===== src/rtl/apb_pkg.sv =====
// Shared types and constants for the APB register bank.
// The state enum and the ID value seen at the top register slot.
package apb_pkg;

   typedef enum logic [1:0] {
      IDLE   = 2'd0,
      SETUP  = 2'd1,
      ACCESS = 2'd2
   } apb_state_e;

   localparam logic [31:0] ID_VALUE = 32'hA5B0_0001;

endpackage


===== src/rtl/apb_regfile.sv =====
// Word register storage for the APB bank.
// The top slot is a read-only ID register.
module apb_regfile
   import apb_pkg::*;
#(
   parameter int DATA_WIDTH = 32,
   parameter int NUM_REGS   = 16,
   parameter int IDX_W      = $clog2(NUM_REGS)
) (
   input  logic                  PCLK,
   input  logic                  PRESETn,
   input  logic                  we,
   input  logic [IDX_W-1:0]      idx,
   input  logic [DATA_WIDTH-1:0] wdata,
   output logic [DATA_WIDTH-1:0] rdata
);

   localparam logic [IDX_W-1:0] ID_IDX = IDX_W'(NUM_REGS - 1);

   logic [DATA_WIDTH-1:0] mem_q [NUM_REGS];

   always_ff @(posedge PCLK or negedge PRESETn) begin
      if (!PRESETn) begin
         for (int i = 0; i < NUM_REGS; i++) begin
            mem_q[i] <= '0;
         end
      end else if (we && idx != ID_IDX) begin
         mem_q[idx] <= wdata;
      end
   end

   assign rdata = (idx == ID_IDX) ? DATA_WIDTH'(ID_VALUE)
                                  : mem_q[idx];

endmodule


===== src/rtl/apb_slave_regbank.sv =====
// APB slave with a small register bank and programmable wait states.
// Outputs are decoded from flops only: state, counter, latched request.
module apb_slave_regbank
   import apb_pkg::*;
#(
   parameter int ADDR_WIDTH  = 32,
   parameter int DATA_WIDTH  = 32,
   parameter int NUM_REGS    = 16,
   parameter int WAIT_STATES = 1
) (
   input  logic                  PCLK,
   input  logic                  PRESETn,
   input  logic                  PSEL,
   input  logic                  PENABLE,
   input  logic                  PWRITE,
   input  logic [ADDR_WIDTH-1:0] PADDR,
   input  logic [DATA_WIDTH-1:0] PWDATA,
   output logic [DATA_WIDTH-1:0] PRDATA,
   output logic                  PREADY,
   output logic                  PSLVERR
);

   localparam int IW = $clog2(NUM_REGS);
   localparam logic [IW-1:0] ID_IDX = IW'(NUM_REGS - 1);

   apb_state_e            state_q;
   apb_state_e            phase;
   logic [3:0]            cnt_q;
   logic [ADDR_WIDTH-1:0] addr_q;
   logic                  write_q;
   logic [IW-1:0]         idx;
   logic                  err;
   logic                  ready;
   logic                  xfer_ok;
   logic                  we;
   logic [DATA_WIDTH-1:0] rdata;

   // A setup phase seen in IDLE is the SETUP cycle itself,
   // so a zero-wait transfer completes on its second bus cycle.
   always_comb begin
      phase = state_q;
      if (state_q == IDLE && PSEL && !PENABLE) begin
         phase = SETUP;
      end
   end

   assign idx     = addr_q[2 +: IW];
   assign err     = (addr_q[1:0] != 2'b00)
                 || ((addr_q >> (2 + IW)) != '0)
                 || (write_q && idx == ID_IDX);
   assign ready   = (state_q == ACCESS) && (cnt_q == 4'd0);
   assign xfer_ok = ready && PSEL && PENABLE;
   assign we      = xfer_ok && write_q && !err;

   always_ff @(posedge PCLK or negedge PRESETn) begin
      if (!PRESETn) begin
         state_q <= IDLE;
         cnt_q   <= 4'd0;
         addr_q  <= '0;
         write_q <= 1'b0;
      end else begin
         case (phase)
            SETUP: begin
               state_q <= ACCESS;
               addr_q  <= PADDR;
               write_q <= PWRITE;
               cnt_q   <= 4'(WAIT_STATES);
            end
            ACCESS: begin
               if (!(PSEL && PENABLE)) begin
                  state_q <= IDLE;
                  cnt_q   <= 4'd0;
               end else if (cnt_q != 4'd0) begin
                  cnt_q <= cnt_q - 4'd1;
               end else begin
                  state_q <= IDLE;
               end
            end
            default: state_q <= IDLE;
         endcase
      end
   end

   apb_regfile #(
      .DATA_WIDTH (DATA_WIDTH),
      .NUM_REGS   (NUM_REGS),
      .IDX_W      (IW)
   ) u_regfile (
      .PCLK    (PCLK),
      .PRESETn (PRESETn),
      .we      (we),
      .idx     (idx),
      .wdata   (PWDATA),
      .rdata   (rdata)
   );

   assign PREADY  = ready;
   assign PSLVERR = ready && err;
   assign PRDATA  = (ready && !write_q && !err) ? rdata : '0;

endmodule


===== config.mk =====
export PLATFORM = sky130hd
export DESIGN_NAME = apb_slave_regbank
export DESIGN_NICKNAME = d
export VERILOG_FILES = /design/src/rtl/apb_pkg.sv /design/src/rtl/apb_regfile.sv /design/src/rtl/apb_slave_regbank.sv
export SDC_FILE = /design/constraint.sdc
export NUM_CORES = 1
export LEC_CHECK = 0
export BUFFER_PORTS_ARGS = -buffer_cell sky130_fd_sc_hd__buf_2
export CAP_MARGIN = 20
export CORE_MARGIN = 5
export CORE_UTILIZATION = 40
export CTS_BUF_LIST = sky130_fd_sc_hd__clkbuf_8
export DETAILED_ROUTE_END_ITERATION = 12
export GPL_TIMING_DRIVEN = 0
export PLACE_DENSITY_LB_ADDON = 0.1
export SYNTH_ARGS = -nofsm -noshare
export SYNTH_HDL_FRONTEND = slang
export SYNTH_SLANG_ARGS = --single-unit

===== constraint.sdc =====
create_clock -name PCLK -period 3.3 [get_ports PCLK]
set_input_delay 0.33 -clock PCLK [delete_from_list [all_inputs] [get_ports PCLK]]
set_output_delay 0.33 -clock PCLK [all_outputs]
set_load 0.01 [all_outputs]

==> reports/summary.md <==
For the top-level I/O count, the log shows 103. Kind of start point of the critical path: a register. Once layout is done, the placed cells without fillers occupy 29400 um2. The die covers 67000 um2. Detailed placement ended at an HPWL of 42.5 mm. Relative to the synthesized area, the layout overhead comes to 18.7%. Across the run, the number of max-cap violations was 0. Among all flip-flop cells after synthesis, the most frequent one is dfrtp_1. The number of global-route vias before repair was 16000; the number of sinks driven by the clock tree was 545. Clock skew on the completed layout was measured at 20.3 ps. The global-route congestion overflow total is 0. For this run, the post-layout net count is 1908. After detailed routing, the number of remaining DRC violations is 0. Traced cell by cell, the critical path runs through clkbuf_2 -> buf_4 -> buf_8 -> mux4_2 -> o2111ai_1 -> a31oi_1 -> buf_2.

The number of vias per cell works out to 5.43. The later-pin clock latency in the skew report is 670 ps. The clock-pin slew on the worst setup and hold paths was 60 ps; the flip-flop and latch count after synthesis was 545. The tightest hold margin was 111 ps.

TritonCTS built the clock tree. The core region is 61500 um2. The detail route stage leaves a number of antenna-violating nets equal to 0. Measured along the y axis, the die boundary spans 259 um. The post-place setup slack came out at -574 ps. The peak fanout along the critical path works out to 11.

The maximum level of the CTS H-tree came out at 3. The congestion estimate from routability-driven global placement came to 0.756. Across every metal layer, demand over resource in global routing totals 19.8%. For this run, asynchronously set or reset flops after synthesis account for 100%. The tree is rooted in a clkbuf_8. The design draws 14.8 mW. The tools report the non-filler instance count after layout as 2704. In the final layout, the share of cells above drive strength 1 is 50.2%. Based on the critical path, the design can be clocked at up to 315 MHz. The setup path with the least slack is of type register to output pin. The tools report the synthesized area as 24800 um2.

The die width is 259 um, and the distinct cell type count after synthesis is 47. The cell with the largest stage delay on the worst path was dfrtp_2. The mean area per synthesized cell came out at 15.9 um2.

The max-slew headroom at the worst pin was 48.2%; the maximum count of clock buffers along a single path was 3. For the final routed database, the setup TNS stands at 0 ps. Entering global routing, the biggest net connects 108 pins. Power spread over the standard cell area amounts to 504 nW/um2.

On the worst path, the slowest cell contributes a delay of 510 ps. The data arrival at the endpoint of the critical path came out at 2840 ps. The first-pass iteration count of the detailed router is 5. The path category of the worst min-delay check is primary input to register. Setup violations remaining at the end of the flow were counted as 0. The post-route minimum period was 3170 ps; the number of placement rows was 91. Counting tap cells, the placed design contains a total of 2457 instances. The post-route fraction of the period consumed by the critical path was 96.0%; the slack of the critical path was 130 ps.

After detailed routing, the average wire length per cell comes to 24.2 um. The initial antenna violation count was 3. For the worst setup path, the data required time is 2970 ps. The flow ran to the end, and the final reports show no timing, DRC or antenna violations. STA classifies the critical path endpoint as an output pin. The run gives 97 as the number of clock buffers inserted by TritonCTS. The run gives 14700 as the via count. The worst-case IR drop observed on VDD is 0.000383 V. The logs give 26500 um2 for the placed standard-cell area and 0 for the final count of pins violating max slew. The number of nets handed over by synthesis was 1629.

The wire length of the first global-routing pass is 101 mm, and the transition time at the pin with the least slew margin is 776 ps. The first routing iteration left 820 violations. After technology mapping, the gate count stands at 1558. The number of fillers in the final layout is 5430, and the number of synthesized flops with an enable pin is 0. The starting density of the core was 40.3%.

Buffers placed on the I/O ports in this run total 102. The hold violation count in the final report was 0; the register area share after synthesis was 55.0%. Setup repair after global routing left no endpoint under its margin. Wires add up to 65.5 mm. Yosys printed 0 warnings. The static leakage is 14.2 nW. Cells fill 47.8% of the core in the end.
synthesized netlist by cell type, types with 15 or more instances:
library cell  number  share of area (%)
a21oi_1           16               0.32
clkbuf_1          94                1.4
a21boi_0          25               0.76
buf_4             39                1.2
mux4_2           117                 11
buf_2             15               0.30
mux2_2           422                 19
mux2_1            65                3.0
mux2_4            30                1.8
nand2_1           24               0.36
dfrtp_1          545                 55
a22oi_1           53                1.6
nor4_4            15                1.3
critical path, delay by kind of cell, from the launching register on:
| kind | cells | cell delay [ps] |
|---|---|---|
| flops | 1 | 510 |
| mux | 1 | 320 |
| buf+inv | 4 | 880 |
| compound gates | 2 | 440 |
cells by family after synthesis:
group | after synthesis | synth area share [%]
fa+ha+maj | 2 | 0.101
simple gates | 81 | 3.05
buf+inv | 165 | 3.29
compound gates | 122 | 3.58
flops | 545 | 55.0
mux | 643 | 34.9
where the power goes:
part	switching (mW)	leakage [nW]	total, mW	internal, mW
sequential	0.0990	7.54	6.87	6.77
clock	2.82	1.15	6.36	3.54
combinational	1.01	5.52	1.58	0.569
total	3.94	14.2	14.8	10.9
final timing paths:
path                                                     start                                to  slack, ps  depth (start not counted)
worst max-delay path                     addr_q[3]$_DFFE_PN0P_                        PRDATA[23]        130                          7
worst min-delay path                                   PENABLE              cnt_q[0]$_DFFE_PN0P_        110                          4
worst max register to register          addr_q[27]$_DFFE_PN0P_  u_regfile.mem_q[269]$_DFFE_PN0P_        370                          5
worst min register to register  u_regfile.mem_q[9]$_DFFE_PN0P_    u_regfile.mem_q[9]$_DFFE_PN0P_        450                          1
max in group asynchronous                              PRESETn  u_regfile.mem_q[486]$_DFFE_PN0P_       1260                          5
min in group asynchronous                              PRESETn  u_regfile.mem_q[219]$_DFFE_PN0P_        220                          2
layer usage:
metal | part of all wire, % | vias to the layer above | global-route usage [%]
met3 | 4.3 | 86 | 3.64
met4 | 1.8 | 0 | 5.25
li1 | - | 6396 | -
met1 | 46 | 7910 | 28.5
met5 | 0 | - | 0
met2 | 48 | 285 | 31.5
registers in the layout, indices dropped and copies added, names as in the netlist:
name	cells
write_q	1
state_q	1
u_regfile.mem_q	507
cnt_q	4
addr_q	32
layout make-up:
cell class                      instances  area (um2)  share of cell area, %
Antenna cell                            3        7.51                 0.0255
Buffer                                155         917                   3.12
Clock buffer                          129        1780                   6.04
Clock inverter                         44         209                  0.710
Inverter                                6        22.5                 0.0766
Multi-Input combinational cell        848       10400                   35.5
Sequential cell                       545       13600                   46.4
Tap cell                              790         988                   3.36
Timing Repair Buffer                  184        1430                   4.84
placed cells by master, fill, tap and decap left out, drive strengths merged, types with 4 or more instances in the layout:
| cell type | netlist | layout |
|---|---|---|
| a22oi | 53 | 53 |
| a21boi | 25 | 25 |
| o21a | 4 | 4 |
| mux2 | 517 | 517 |
| o21ai | 6 | 6 |
| a21oi | 16 | 16 |
| clkbuf | 94 | 217 |
| dfrtp | 545 | 545 |
| and2 | 5 | 5 |
| mux4 | 117 | 117 |
| nand2 | 24 | 24 |
| nand4 | 4 | 4 |
| clkinv | 0 | 5 |
| inv | 6 | 41 |
| nor2 | 8 | 8 |
| buf | 65 | 183 |
| mux2i | 9 | 9 |
| dlygate4sd3 | 0 | 68 |
| nor4 | 24 | 24 |
| o221a | 5 | 5 |
timing repair:
action / 4_1_cts / 5_1_grt
hold buffers: 68 / 0
gates resized for setup: 98 / 25
endpoints found under the hold margin: 266 / 0
buffers inserted: 7 / 0
pin swaps: 2 / 1
endpoints found under the setup margin: 32 / 26
(Power assumes the default switching activity.)
